$ cat src/rtl/gcd_pkg.sv
// Shared types and constants for the GCD engine.
package gcd_pkg;

    typedef enum logic [1:0] {
        IDLE   = 2'd0,
        SHIFT  = 2'd1,
        REDUCE = 2'd2,
        DONE   = 2'd3
    } state_t;

    localparam int ALGO_SUB = 0;
    localparam int ALGO_BIN = 1;

endpackage

$ cat src/rtl/gcd_step.sv
// Combinational next-value logic for one GCD iteration (subtractive or Stein).
module gcd_step
    import gcd_pkg::*;
#(
    parameter int WIDTH = 16,
    parameter int ALGO  = ALGO_BIN,
    parameter int KW    = $clog2(WIDTH) + 1
) (
    input  logic             is_shift,
    input  logic             is_reduce,
    input  logic [WIDTH-1:0] ra,
    input  logic [WIDTH-1:0] rb,
    input  logic [KW-1:0]    k,
    output logic [WIDTH-1:0] ra_nx,
    output logic [WIDTH-1:0] rb_nx,
    output logic [KW-1:0]    k_nx,
    output logic [WIDTH-1:0] res,
    output logic             eq,
    output logic             both_even
);

    logic             gt;
    logic [WIDTH-1:0] diff_ab;
    logic [WIDTH-1:0] diff_ba;

    assign eq        = (ra == rb);
    assign gt        = (ra > rb);
    assign both_even = ~ra[0] & ~rb[0];
    assign diff_ab   = ra - rb;
    assign diff_ba   = rb - ra;
    assign res       = ra << k;

    always_comb begin
        ra_nx = ra;
        rb_nx = rb;
        k_nx  = k;
        if (is_shift && both_even) begin
            ra_nx = ra >> 1;
            rb_nx = rb >> 1;
            k_nx  = k + KW'(1);
        end else if (is_reduce && !eq) begin
            if (ALGO == ALGO_SUB) begin
                if (gt) ra_nx = diff_ab;
                else    rb_nx = diff_ba;
            end else begin
                // Difference of two odd values is even, so it is halved in the same step.
                if (!ra[0])      ra_nx = ra >> 1;
                else if (!rb[0]) rb_nx = rb >> 1;
                else if (gt)     ra_nx = diff_ab >> 1;
                else             rb_nx = diff_ba >> 1;
            end
        end
    end

endmodule

$ cat src/rtl/gcd_unit.sv
// Multi-cycle GCD engine with valid/ready handshake, zero-operand flag and cycle counter.
module gcd_unit
    import gcd_pkg::*;
#(
    parameter int WIDTH = 16,
    parameter int ALGO  = ALGO_BIN,
    parameter int CNT_W = 16
) (
    input  logic             clk,
    input  logic             rst_n,
    input  logic             in_valid,
    output logic             in_ready,
    input  logic [WIDTH-1:0] a,
    input  logic [WIDTH-1:0] b,
    output logic             out_valid,
    input  logic             out_ready,
    output logic [WIDTH-1:0] gcd,
    output logic             zero_err,
    output logic [CNT_W-1:0] cyc_cnt
);

    localparam int KW = $clog2(WIDTH) + 1;

    state_t           state_q, state_d;
    logic [WIDTH-1:0] ra_q, ra_d, rb_q, rb_d;
    logic [KW-1:0]    k_q, k_d;
    logic [CNT_W-1:0] cnt_q, cnt_d, cnt_inc;
    logic [WIDTH-1:0] gcd_q, gcd_d;
    logic             zero_q, zero_d;
    logic [CNT_W-1:0] cyc_q, cyc_d;

    logic [WIDTH-1:0] ra_nx, rb_nx, res;
    logic [KW-1:0]    k_nx;
    logic             eq, both_even;

    gcd_step #(
        .WIDTH (WIDTH),
        .ALGO  (ALGO),
        .KW    (KW)
    ) u_step (
        .is_shift  (state_q == SHIFT),
        .is_reduce (state_q == REDUCE),
        .ra        (ra_q),
        .rb        (rb_q),
        .k         (k_q),
        .ra_nx     (ra_nx),
        .rb_nx     (rb_nx),
        .k_nx      (k_nx),
        .res       (res),
        .eq        (eq),
        .both_even (both_even)
    );

    assign cnt_inc   = (&cnt_q) ? cnt_q : cnt_q + CNT_W'(1);
    assign in_ready  = (state_q == IDLE);
    assign out_valid = (state_q == DONE);
    assign gcd       = gcd_q;
    assign zero_err  = zero_q;
    assign cyc_cnt   = cyc_q;

    always_comb begin
        state_d = state_q;
        ra_d    = ra_q;
        rb_d    = rb_q;
        k_d     = k_q;
        cnt_d   = cnt_q;
        gcd_d   = gcd_q;
        zero_d  = zero_q;
        cyc_d   = cyc_q;
        case (state_q)
            IDLE: begin
                if (in_valid) begin
                    ra_d  = a;
                    rb_d  = b;
                    k_d   = '0;
                    cnt_d = '0;
                    if (a == '0 || b == '0) begin
                        state_d = DONE;
                        gcd_d   = a | b;
                        zero_d  = (a == '0) && (b == '0);
                        cyc_d   = '0;
                    end else begin
                        state_d = (ALGO == ALGO_BIN) ? SHIFT : REDUCE;
                    end
                end
            end
            SHIFT: begin
                cnt_d = cnt_inc;
                ra_d  = ra_nx;
                rb_d  = rb_nx;
                k_d   = k_nx;
                if (!both_even) state_d = REDUCE;
            end
            REDUCE: begin
                cnt_d = cnt_inc;
                ra_d  = ra_nx;
                rb_d  = rb_nx;
                // The equality cycle itself is included in the reported count.
                if (eq) begin
                    state_d = DONE;
                    gcd_d   = res;
                    zero_d  = 1'b0;
                    cyc_d   = cnt_inc;
                end
            end
            DONE: begin
                if (out_ready) state_d = IDLE;
            end
            default: state_d = IDLE;
        endcase
    end

    always_ff @(posedge clk or negedge rst_n) begin
        if (!rst_n) begin
            state_q <= IDLE;
            ra_q    <= '0;
            rb_q    <= '0;
            k_q     <= '0;
            cnt_q   <= '0;
            gcd_q   <= '0;
            zero_q  <= 1'b0;
            cyc_q   <= '0;
        end else begin
            state_q <= state_d;
            ra_q    <= ra_d;
            rb_q    <= rb_d;
            k_q     <= k_d;
            cnt_q   <= cnt_d;
            gcd_q   <= gcd_d;
            zero_q  <= zero_d;
            cyc_q   <= cyc_d;
        end
    end

endmodule
$ cat config.mk
export PLATFORM = sky130hd
export DESIGN_NAME = gcd_unit
export DESIGN_NICKNAME = d
export VERILOG_FILES = /design/src/rtl/gcd_pkg.sv /design/src/rtl/gcd_step.sv /design/src/rtl/gcd_unit.sv
export SDC_FILE = /design/constraint.sdc
export NUM_CORES = 1
export LEC_CHECK = 0
export BUFFER_PORTS_ARGS = -buffer_cell sky130_fd_sc_hd__buf_4
export CAP_MARGIN = 20
export CORE_MARGIN = 5
export CORE_UTILIZATION = 29
export CTS_CLUSTER_SIZE = 16
export DETAILED_ROUTE_END_ITERATION = 10
export GPL_TIMING_DRIVEN = 0
export PLACE_DENSITY_LB_ADDON = 0.1
export SLEW_MARGIN = 0
export SYNTH_ARGS = -nofsm -noshare
export SYNTH_HDL_FRONTEND = slang
export SYNTH_SLANG_ARGS = --single-unit
export TNS_END_PERCENT = 30
$ cat constraint.sdc
create_clock -name clk -period 7.2 [get_ports clk]
set_clock_uncertainty 0.15 [all_clocks]
set_input_delay 0.36 -clock clk [delete_from_list [all_inputs] [get_ports clk]]
set_output_delay 0.36 -clock clk [all_outputs]
set_load 0.1 [all_outputs]
==> results of run 1 <==
## sequential cells by signal (all words and copies together), names as in the netlist
register and count:
gcd 16, cyc_cnt 16, zero_err 1, rb_q 16, cnt_q 16, state_q 2
ra_q 16, k_q 5
## cells by family after synthesis
kind of cell	after synthesis	synth area share, %
AOI/OAI and AO/OA	296	28.28
xor gates and xnor gates	28	3.403
adders and majority gates	40	7.153
buffers and inverters	102	5.764
DFF	88	30.56
muxes	30	4.774
and+or+nand+nor	308	20.07
## synthesized netlist by cell type, types with 13 or more instances
master / instances
sky130_fd_sc_hd__a21oi_1: 58
sky130_fd_sc_hd__buf_2: 14
sky130_fd_sc_hd__clkbuf_1: 36
sky130_fd_sc_hd__dfrtp_1: 88
sky130_fd_sc_hd__ha_1: 38
sky130_fd_sc_hd__inv_1: 44
sky130_fd_sc_hd__mux2i_1: 22
sky130_fd_sc_hd__nand2_1: 84
sky130_fd_sc_hd__nand3_1: 43
sky130_fd_sc_hd__nor2_1: 99
sky130_fd_sc_hd__nor3_1: 18
sky130_fd_sc_hd__o21a_1: 13
sky130_fd_sc_hd__o21ai_0: 74
sky130_fd_sc_hd__o31ai_1: 30
sky130_fd_sc_hd__xor2_1: 16
## critical path: stages, from the launching register on
cell                        delay (ns)
sky130_fd_sc_hd__dfrtp_1          0.55
sky130_fd_sc_hd__inv_1            0.22
sky130_fd_sc_hd__ha_1             0.29
sky130_fd_sc_hd__fa_1             0.38
sky130_fd_sc_hd__and2b_1          0.29
sky130_fd_sc_hd__o2111ai_1        0.16
sky130_fd_sc_hd__nand3_1          0.21
sky130_fd_sc_hd__nand3_1          0.18
sky130_fd_sc_hd__a2111oi_2        0.77
sky130_fd_sc_hd__clkbuf_1         0.50
sky130_fd_sc_hd__o21ai_0          0.21
sky130_fd_sc_hd__o31ai_2          0.09
## metal layers
metal  up-vias  wire length [um]  GRT usage (%)
met5         -                 0              0
met4         0               501          4.340
met3        29              1644          4.526
met2       215             12380          30.56
met1      3501             13760          29.13
li1       3427                 -              -
## layout by cell type (no fill, tap or decap), types with 8 or more instances in the layout
master                       n
sky130_fd_sc_hd__a21o_1     12
sky130_fd_sc_hd__a21oi_1    58
sky130_fd_sc_hd__a221oi_1   10
sky130_fd_sc_hd__a31oi_1    10
sky130_fd_sc_hd__and3_1      8
sky130_fd_sc_hd__buf_2      14
sky130_fd_sc_hd__buf_4      72
sky130_fd_sc_hd__clkbuf_1   36
sky130_fd_sc_hd__clkbuf_16   9
sky130_fd_sc_hd__dfrtp_1    88
sky130_fd_sc_hd__ha_1       38
sky130_fd_sc_hd__inv_1      44
sky130_fd_sc_hd__mux2i_1    22
sky130_fd_sc_hd__nand2_1    84
sky130_fd_sc_hd__nand3_1    43
sky130_fd_sc_hd__nand4_1     8
sky130_fd_sc_hd__nor2_1     99
sky130_fd_sc_hd__nor3_1     18
sky130_fd_sc_hd__nor4_1     11
sky130_fd_sc_hd__o21a_1     13
sky130_fd_sc_hd__o21ai_0    74
sky130_fd_sc_hd__o221ai_1    8
sky130_fd_sc_hd__o31a_1      9
sky130_fd_sc_hd__o31ai_1    30
sky130_fd_sc_hd__o31ai_2     9
sky130_fd_sc_hd__xnor2_1    12
sky130_fd_sc_hd__xor2_1     16
## per-stage QoR
stage               cell area [um^2]  util (%)  hold WS, ns  setup WS [ns]  cells
global route                    8461     34.69       0.1768          2.905   1304
floorplan                       7207         -     -0.08559          4.130    892
global placement                8138     33.36       0.3118          3.201   1286
finish                          8461     34.69       0.1438          3.127   1304
CTS                             8461     34.69       0.1287          3.180   1304
detailed placement              8165     33.48       0.1576          3.212   1287
## repair_timing
item,4_1_cts,5_1_grt
endpoints found under the setup margin,0,0
hold endpoints to repair,24,0
hold buffers,1,0
## final timing paths
check                      slack [ns]               startpoint  cells past startpoint                 endpoint
max                              3.13      ra_q[0]$_DFFE_PN0P_                     11      rb_q[2]$_DFFE_PN0P_
min                              0.14                    a[15]                      3     ra_q[15]$_DFFE_PN0P_
max reg2reg                      3.13      ra_q[0]$_DFFE_PN0P_                     11      rb_q[2]$_DFFE_PN0P_
min reg2reg                      0.33  cyc_cnt[15]$_DFFE_PN0P_                      2  cyc_cnt[15]$_DFFE_PN0P_
max in group asynchronous        5.91                    rst_n                      3     ra_q[14]$_DFFE_PN0P_
min in group asynchronous        0.30                    rst_n                      2   cyc_cnt[3]$_DFFE_PN0P_
## layout make-up
| type | count | share of cell area (%) |
|---|---|---|
| multi-input cells | 702 | 54.24 |
| flip-flops and latches | 88 | 26.03 |
| repair buffers | 72 | 6.655 |
| well taps | 324 | 4.791 |
| plain buffers | 55 | 2.825 |
| clock buffers | 9 | 2.662 |
| inverters | 47 | 2.085 |
| clock inverters | 7 | 0.7098 |
==> run summary, run 1 <==
By startpoint and endpoint, the worst setup path is classified as flip-flop to flip-flop. Setup violations remaining at the end of the flow were counted as 0. The final layout contains about 1100 nets. Buffers added to address setup during post-CTS repair amount to 0.

The multi-input gate area in the final layout came out at around 0.0046 mm^2. TritonCTS built the clock tree. The worst slew slack as a fraction of its limit came out at a little over a third. Counting every net in the synthesized netlist gives ~970. In the synthesized netlist the dominant register cell turns out to be sky130_fd_sc_hd__dfrtp_1. The data required time at the worst endpoint is 7.32 ns. The fraction of the yosys area taken by sequential cells came out at between 30% and 40%. The number of routed nets with antenna violations is 0. The share of the synthesized area in the top cell type came out at between 30% and 40%.

The repair_antennas step left the layout with diodes totalling 0. The count of max-cap constraint violations is 0. In the final layout, the share of cells above drive strength 1 is 14.29%.

The mean routed wirelength per cell came out at 21.69 um. Once the floorplan was initialized, standard cells occupied a little under 30% of the core. After the first detailed-routing iteration, the DRC count stood at about 600.

The final sum of negative setup slack came out at 0 ns. The fmax is 245.5 MHz. CTS placed an instance of sky130_fd_sc_hd__clkbuf_16 at the clock tree root. The mean instance size in the synthesized netlist came out at between 8 and 9 um^2.

Relative to the synthesized area, the layout overhead comes to 17.40%. In this run the number of H-tree levels came out at 3. Setup repair after global routing left no endpoint under its margin.

The clock period could shrink to ~4 ns. STA classifies the critical path startpoint as a flip-flop. The post-cts repair resize count came out at 0. The number of antenna violations at the first check in global routing is 0. The wire length of the first global-routing pass came out at about 44000 um.

The TritonCTS buffer count is 9. The number of warnings issued by yosys came out at 0. The placer's final routability congestion estimate came out at 0.8710. The synthesized instance count is about 890. The run finished with clean final reports. The total routing usage reported by global routing is 20.07%. The capturing element type of the critical path is a flip-flop. The number of clock sinks seen by CTS is just under 90. The clock-pin slew on the worst setup and hold paths came out at around 0.070 ns. The width of the die came out at approximately 170 um. The number of global-route vias before repair came out at 7189. The data arrival time of the critical path is between 4 and 5 ns. The total of buffers placed on input and output ports is 70.

The routed via count is a little over 7000. The core area came out at 0.02439 mm^2. The count of flip-flops with a built-in enable after synthesis is 0. From bottom edge to top edge, the die measures between 150 and 200 um.

The final clock period utilization by the worst path came out at 56.56%. The sequential cells in the finished layout cover a total of between 0.002 and 0.0025 mm^2. For the pin with the worst max-slew slack, the measured transition is roughly 0.95 ns.

The synthesized design spends more area on one cell type than any other, namely sky130_fd_sc_hd__dfrtp_1. The final max-slew violation count is 0. The detailed placer's ending HPWL is between 20000 and 25000 um. The total number of placement rows came out at 57.

The number of ports placed on the die boundary came out at 71. In the routed layout, each cell is associated on average with a via count of roughly 5.5. Summing every instance area after synthesis gives about 0.0072 mm^2.

Counting distinct cell types in the post-synthesis netlist gives 76. Of all flip-flops after synthesis, the portion carrying an async set or reset was 100.0%. The synthesis-stage register bit count is slightly below 90. The total global routing overflow is 0. The maximum fanout count along the critical path is 10. The count of endpoints failing hold in the final timing report is 0. The layout filler cell count came out at between 2000 and 3000. For this run, design rule violations remaining after detail routing come to 0.

Entering global routing, the biggest net connects 65 pins. The class of the worst hold path is input pin to flip-flop. In this run the deepest clock path goes through 2 buffers. For this block, the routed nets add up to 28280 um of wire. Yosys attributes the largest share of cell area to sky130_fd_sc_hd__dfrtp_1 (31%), sky130_fd_sc_hd__ha_1 (6.6%), sky130_fd_sc_hd__nor2_1 (5.2%), sky130_fd_sc_hd__o21ai_0 (5.1%), sky130_fd_sc_hd__nand2_1 (4.4%). Clock latency on the worst-skew pair, taken at its later pin, is between 0.3 and 0.4 ns. The first detailed-routing pass ran for 7 iterations. The die area came out at 0.02810 mm^2.
Power of run 1 is left out: the tool's default activity adds up to more than one toggle a clock period on the data nets, which glitch-free logic cannot reach.
==> run 2, diff against run 1 <==
==> constraint.sdc (replaced) <==
create_clock -name clk -period 3.7 [get_ports clk]
set_clock_uncertainty 0.15 [all_clocks]
set_input_delay 0.185 -clock clk [delete_from_list [all_inputs] [get_ports clk]]
set_output_delay 0.185 -clock clk [all_outputs]
set_load 0.1 [all_outputs]
==> run 2 against run 1 <==
Against the previous run:
- sequential share of layout area down 0.57 points
- final area rose by 2.3%
- fmax up 16%
- worst setup slack got worse by 2.9 ns
- hold slack lost 0.13 ns
- clock-buffer cell count unchanged
- first-iteration DRC count decreased by 1.2%
- via count grew 0.89%
- sequential cell count unchanged
- critical endpoint is now rb_q[6]$_DFFE_PN0P_
- highest routed layer unchanged
==> run summary, run 2 (synthesis gave the netlist of run 1 again) <==
The data arrival time of the critical path came out at 3.60 ns (-0.60 ns). The antenna diode count came out at 0 (unchanged). The worst hold slack is 0.01046 ns (-0.1334 ns). The multi-input gate area in the final layout came out at 0.004637 mm^2 (+1.0%). The placer's final routability congestion estimate is 0.8710 (unchanged). Setup repair after global routing left no endpoint under its margin. The fmax was 284.2 MHz (+16%). The area of all sequential standard cells came out at 0.002203 mm^2 (about the same). The maximum number of pins on one net before global-route repair was 65 (unchanged). The average via count per standard cell is 5.486 (-0.26%). The worst slew slack as a fraction of its limit came out at 35.96% (-0.32 points).

The die area came out at 0.02810 mm^2 (unchanged). The wire length of the first global-routing pass is 44230 um (+0.28%). The layout filler cell count was 2602 (-0.46%). The total routing usage reported by global routing is 20.13% (+0.054 points). The iteration count of the initial detailed-routing pass came out at 6 (-1). The final max-slew violation count came to 0 (unchanged). The mean routed wirelength per cell came out at 21.57 um (-0.54%). The total number of placement rows was 57 (unchanged). Leaving out fill and tap cells, the most frequent cells in the layout are sky130_fd_sc_hd__nor2_1 (99), sky130_fd_sc_hd__dfrtp_1 (87), sky130_fd_sc_hd__nand2_1 (84). The count of endpoints failing hold in the final timing report came out at 0 (unchanged). The detailed-route DRC error count is 0 (unchanged). The clock-pin slew on the worst setup and hold paths is 0.08 ns (about the same).

The final clock period utilization by the worst path came out at 95.11% (+39 points). The width of the die came out at 167.6 um (unchanged). STA classifies the critical path startpoint as a flip-flop. The shortest clock period the worst path allows after layout came out at 3.519 ns (-0.5533 ns). The final setup violation count came out at 0 (unchanged). The number of ports placed on the die boundary came to 71 (unchanged).

The measured slew at the worst slew-check pin came out at 0.9606 ns (+0.008352 ns). The number of global-route vias before repair is 7225 (+0.50%). The total wire length after detailed routing is 28450 um (+0.60%).

The total of buffers placed on input and output ports came out at 70 (unchanged). TritonCTS built the clock tree. The number of routed nets with antenna violations is 0 (unchanged).

In this run the worst hold path is classified as input pin to flip-flop. The routed via count is 7236 (+0.89%). The height of the chip came out at 167.6 um (unchanged).

The number of clock sinks seen by CTS is 88 (unchanged). The worst setup path is of the flip-flop to flip-flop kind. The flop-to-flop setup slack is 0.18 ns (-2.95 ns). The clock insertion delay at the later pin of the skew report came to 0.36 ns (about the same). The total global routing overflow came to 0 (unchanged). The H-tree depth is 3 (unchanged).

The maximum root-to-sink buffer count came out at 2 (unchanged). The core area was 0.02439 mm^2 (unchanged). The core utilization of the finished layout is 35.48% (+0.79 points). The fraction of final layout cells with drive strength greater than 1 is 15.68% (+1.4 points). The count of max-cap constraint violations came out at 0 (unchanged). The number of DRC violations after detailed-routing iteration 0 is 595 (-1.2%). The detailed placer's ending HPWL is 22650 um (unchanged).

The root buffer cell chosen for the clock tree is sky130_fd_sc_hd__clkbuf_16. The worst-case setup slack after placement was -0.2876 ns (-3.500 ns). The total number of nets in the final design is 1066 (+1.4%). The most common library cell in the layout ignoring fill and taps is sky130_fd_sc_hd__nor2_1.

The TritonCTS buffer count is 9 (unchanged). The final worst slack came out at 0.1808 ns (-2.947 ns). The maximum fanout count along the critical path is 10 (unchanged).

The effective utilization at floorplan is 29.55% (unchanged). The data required time at the worst endpoint is 3.78 ns (-3.54 ns). The capturing element type of the critical path is a flip-flop. The post-synthesis to final-layout area growth came out at 20.07%. The run finished with clean final reports. The number of antenna violations at the first check in global routing came to 0 (unchanged). The final sum of negative setup slack came out at 0 ns (unchanged).
## run 2: what timing repair did
| action | in CTS | in global routing |
|---|---|---|
| endpoints found under the setup margin | 26 | 26 |
| resized for setup | 6 | 10 |
| buffers inserted | 3 | 3 |
| pin swaps | 2 | 2 |
| hold buffers | 10 | 0 |
| hold endpoints to repair | 44 | 0 |
## run 2: worst max-delay path, stage by stage (launching register included)
cell                        delay, ns
sky130_fd_sc_hd__dfrtp_2         0.47
sky130_fd_sc_hd__inv_1           0.17
sky130_fd_sc_hd__ha_1            0.28
sky130_fd_sc_hd__fa_1            0.38
sky130_fd_sc_hd__and2b_1         0.28
sky130_fd_sc_hd__o2111ai_1       0.16
sky130_fd_sc_hd__nand3_1         0.22
sky130_fd_sc_hd__nand3_2         0.17
sky130_fd_sc_hd__a2111oi_4       0.52
sky130_fd_sc_hd__or2_1           0.16
sky130_fd_sc_hd__buf_4           0.14
sky130_fd_sc_hd__buf_6           0.19
sky130_fd_sc_hd__o31ai_2         0.09
## run 2: path summary, 6_finish.rpt
kind                                         start                      end  depth (start not counted)
hold reg to reg            cyc_cnt[15]$_DFFE_PN0P_  cyc_cnt[15]$_DFFE_PN0P_                          2
setup / recovery               ra_q[0]$_DFFE_PN0P_      rb_q[6]$_DFFE_PN0P_                         12
setup reg to reg               ra_q[0]$_DFFE_PN0P_      rb_q[6]$_DFFE_PN0P_                         12
min in group asynchronous                    rst_n   cyc_cnt[3]$_DFFE_PN0P_                          2
max in group asynchronous                    rst_n     ra_q[14]$_DFFE_PN0P_                          3
hold / removal                               b[12]     rb_q[12]$_DFFE_PN0P_                          3
## run 2: cell type report
cell class	instances	share of cell area (%)
plain buffers	55	2.863
clock buffers	9	2.603
clock inverters	7	0.6940
inverters	47	2.039
multi-input cells	702	53.59
flip-flops and latches	88	25.46
well taps	324	4.685
repair buffers	87	8.068
## run 2: through the flow
step / cells / instance area [um^2]
after global placement: 1286 / 8138
final: 1319 / 8653
after CTS: 1316 / 8596
after global routing: 1319 / 8653
after detailed placement: 1287 / 8165
after floorplan: 892 / 7207
## run 2: per-layer routing
layer | vias to the layer above | wire (um) | global-route usage, %
met5 | - | 0 | 0
met4 | 0 | 486 | 4.411
met3 | 29 | 1714 | 4.455
met2 | 216 | 12420 | 30.57
met1 | 3531 | 13830 | 29.29
li1 | 3460 | - | -
Power of run 2 is left out for the same reason.
==> run 3, diff against run 2 <==
--- a/config.mk
+++ b/config.mk
@@ -7,6 +7,8 @@
 export LEC_CHECK = 0
 export BUFFER_PORTS_ARGS = -buffer_cell sky130_fd_sc_hd__buf_4
 export CAP_MARGIN = 20
+export CELL_PAD_IN_SITES_DETAIL_PLACEMENT = 1
+export CELL_PAD_IN_SITES_GLOBAL_PLACEMENT = 1
 export CORE_MARGIN = 5
 export CORE_UTILIZATION = 29
 export CTS_CLUSTER_SIZE = 16
==> run 3 against run 2 <==
Against the previous run:
- via count rose by 1.0%
- cell count is 0.38% higher
- wire length grew 5.3%
- utilization rose by 0.27 points
- sequential share of layout area shrank 0.18 points
- first-iteration DRC count fell by 2.4%
- worst setup slack improved by 0.0097 ns
- critical path depth fell by 3
- final area increased by 0.75%
- die area is the same
- critical path type unchanged
- largest cell class unchanged
==> run summary, run 3 (synthesis gave the netlist of run 1 again) <==
The data required time at the worst endpoint came out at 3.81 ns (+0.03 ns). The critical path is of the flip-flop to flip-flop type. The worst setup path is launched from a flip-flop. The worst-case setup slack after placement is -0.3520 ns (-0.06442 ns). The TritonCTS buffer count was 9 (unchanged). The total global routing overflow is 0 (unchanged). The top cell types in the final layout, fill and taps aside, are sky130_fd_sc_hd__nor2_1 (99), sky130_fd_sc_hd__dfrtp_1 (86), sky130_fd_sc_hd__nand2_1 (84).

The die area is 0.02810 mm^2 (unchanged). The detailed-route DRC error count came out at 0 (unchanged). The library cell used most frequently in the layout, excluding fill and tap cells, is sky130_fd_sc_hd__nor2_1. The highest layer touched by signal routing is met4. The flow ran to the end, and the final reports show no timing, DRC or antenna violations.

The maximum root-to-sink buffer count came out at 2 (unchanged). The fraction of final layout cells with drive strength greater than 1 came to 16.10% (+0.42 points). The clock insertion delay at the later pin of the skew report is 0.36 ns (about the same). The sum of met2 wire segment lengths after detailed routing is 13520 um (+8.8%). The number of global-route vias before repair came to 7470 (+3.4%). The routed via count is 7309 (+1.0%). The shortest clock period the worst path allows after layout is 3.510 ns (-0.009703 ns). The capturing element type of the critical path is a flip-flop.

The number of antenna violations at the first check in global routing was 0 (unchanged). The number of clock sinks seen by CTS came to 88 (unchanged). The final clock period utilization by the worst path is 94.85% (-0.26 points). The final sum of negative setup slack came out at 0 ns (unchanged).

The sum of met3 wire segment lengths after detailed routing was 1537 um (-10%). The number of routed nets with antenna violations came out at 0 (unchanged). The wire length of the first global-routing pass is 46070 um (+4.2%). TritonCTS built the clock tree. The count of max-cap constraint violations came out at 0 (unchanged). The height of the chip came out at 167.6 um (unchanged). The met1 wire length is 14550 um (+5.2%).

The width of the die was 167.6 um (unchanged). The total routing usage reported by global routing came out at 21.14% (+1.0 points). The cell sitting at the root of the clock tree is a sky130_fd_sc_hd__clkbuf_16. The number of DRC violations after detailed-routing iteration 0 is 581 (-2.4%).

The fmax was 284.9 MHz (+0.28%). The measured slew at the worst slew-check pin is 1.009 ns (+0.04877 ns). The worst slew slack as a fraction of its limit is 32.71% (-3.3 points).

The data arrival time of the critical path is 3.62 ns (+0.02 ns). The area growth from synthesis to layout is 20.97%. The count of endpoints failing hold in the final timing report is 0 (unchanged). The detailed placer's ending HPWL came to 24030 um (+6.1%). The final setup violation count is 0 (unchanged). The antenna diode count came to 0 (unchanged). The final worst slack came out at 0.1905 ns (+0.009703 ns). The maximum number of pins on one net before global-route repair is 62 (-4.6%). In this run the worst hold path is classified as input pin to flip-flop. The final max-slew violation count was 0 (unchanged).

The H-tree depth came to 3 (unchanged). The core area came to 0.02439 mm^2 (unchanged). The iteration count of the initial detailed-routing pass is 5 (-1). The mean routed wirelength per cell is 22.63 um (+4.9%).

The total number of placement rows is 57 (unchanged). The clock-pin slew on the worst setup and hold paths came to 0.07 ns (about the same). The maximum fanout count along the critical path was 10 (unchanged). The total number of nets in the final design is 1071 (+0.47%). The placer's final routability congestion estimate is 0.8512 (-2.3%). The average via count per standard cell is 5.520 (+0.63%). Setup repair after global routing left no endpoint under its margin. The total of buffers placed on input and output ports came out at 70 (unchanged). The number of ports placed on the die boundary is 71 (unchanged). The effective utilization at floorplan is 29.55% (unchanged). The total wire length after detailed routing came to 29970 um (+5.3%).
run 3: stage by stage:
stage	area [um^2]	utilization [%]	instances	hold slack, ns
floorplan	7207	-	892	-0.2606
global placement	8138	33.36	1286	0.3091
detailed placement	8165	33.48	1287	-0.002450
CTS	8640	35.42	1320	0.003911
global route	8718	35.74	1324	0.03435
finish	8718	35.74	1324	0.01527
run 3: final timing paths:
path                                         start                      end  slack (ns)  cells after the start
max                            rb_q[0]$_DFFE_PN0P_      rb_q[6]$_DFFE_PN0P_        0.19                      9
min                                           a[5]      ra_q[5]$_DFFE_PN0P_        0.02                      3
max reg2reg                    rb_q[0]$_DFFE_PN0P_      rb_q[6]$_DFFE_PN0P_        0.19                      9
min reg2reg                cyc_cnt[15]$_DFFE_PN0P_  cyc_cnt[15]$_DFFE_PN0P_        0.32                      2
max in group asynchronous                    rst_n      ra_q[0]$_DFFE_PN0P_        2.56                      3
min in group asynchronous                    rst_n     rb_q[10]$_DFFE_PN0P_        0.15                      2
run 3: final cells by class:
type / instances / area, um^2
Timing Repair Buffer: 92 / 740.7
Tap cell: 324 / 405.4
Multi-Input combinational cell: 702 / 4651
Fill cell: 2938 / 15670
Clock buffer: 9 / 225.2
Clock inverter: 7 / 68.82
Inverter: 47 / 176.4
Sequential cell: 88 / 2205
Buffer: 55 / 246.5
run 3: timing repair:
action                                  CTS  global route
gates resized for setup                   6            12
endpoints found under the setup margin   30            30
buffers inserted                          5             4
hold buffers                             12             0
pin swaps                                 2             2
hold endpoints to repair                 38             0
run 3: layer usage:
metal | vias to the layer above | global-route usage, %
met1 | 3672 | 30.47
met2 | 159 | 33.33
met4 | 0 | 3.987
met5 | - | 0
met3 | 19 | 3.960
li1 | 3459 | -
run 3: worst max-delay path: stages, from the launching register on:
cell                      delay (ns)
sky130_fd_sc_hd__dfrtp_1        0.47
sky130_fd_sc_hd__inv_1          0.29
sky130_fd_sc_hd__ha_1           0.48
sky130_fd_sc_hd__nand2_1        0.38
sky130_fd_sc_hd__a31oi_4        0.54
sky130_fd_sc_hd__o21ai_2        0.27
sky130_fd_sc_hd__or2_1          0.27
sky130_fd_sc_hd__buf_4          0.16
sky130_fd_sc_hd__buf_6          0.16
sky130_fd_sc_hd__o31ai_2        0.24
Power of run 3 is left out for the same reason.
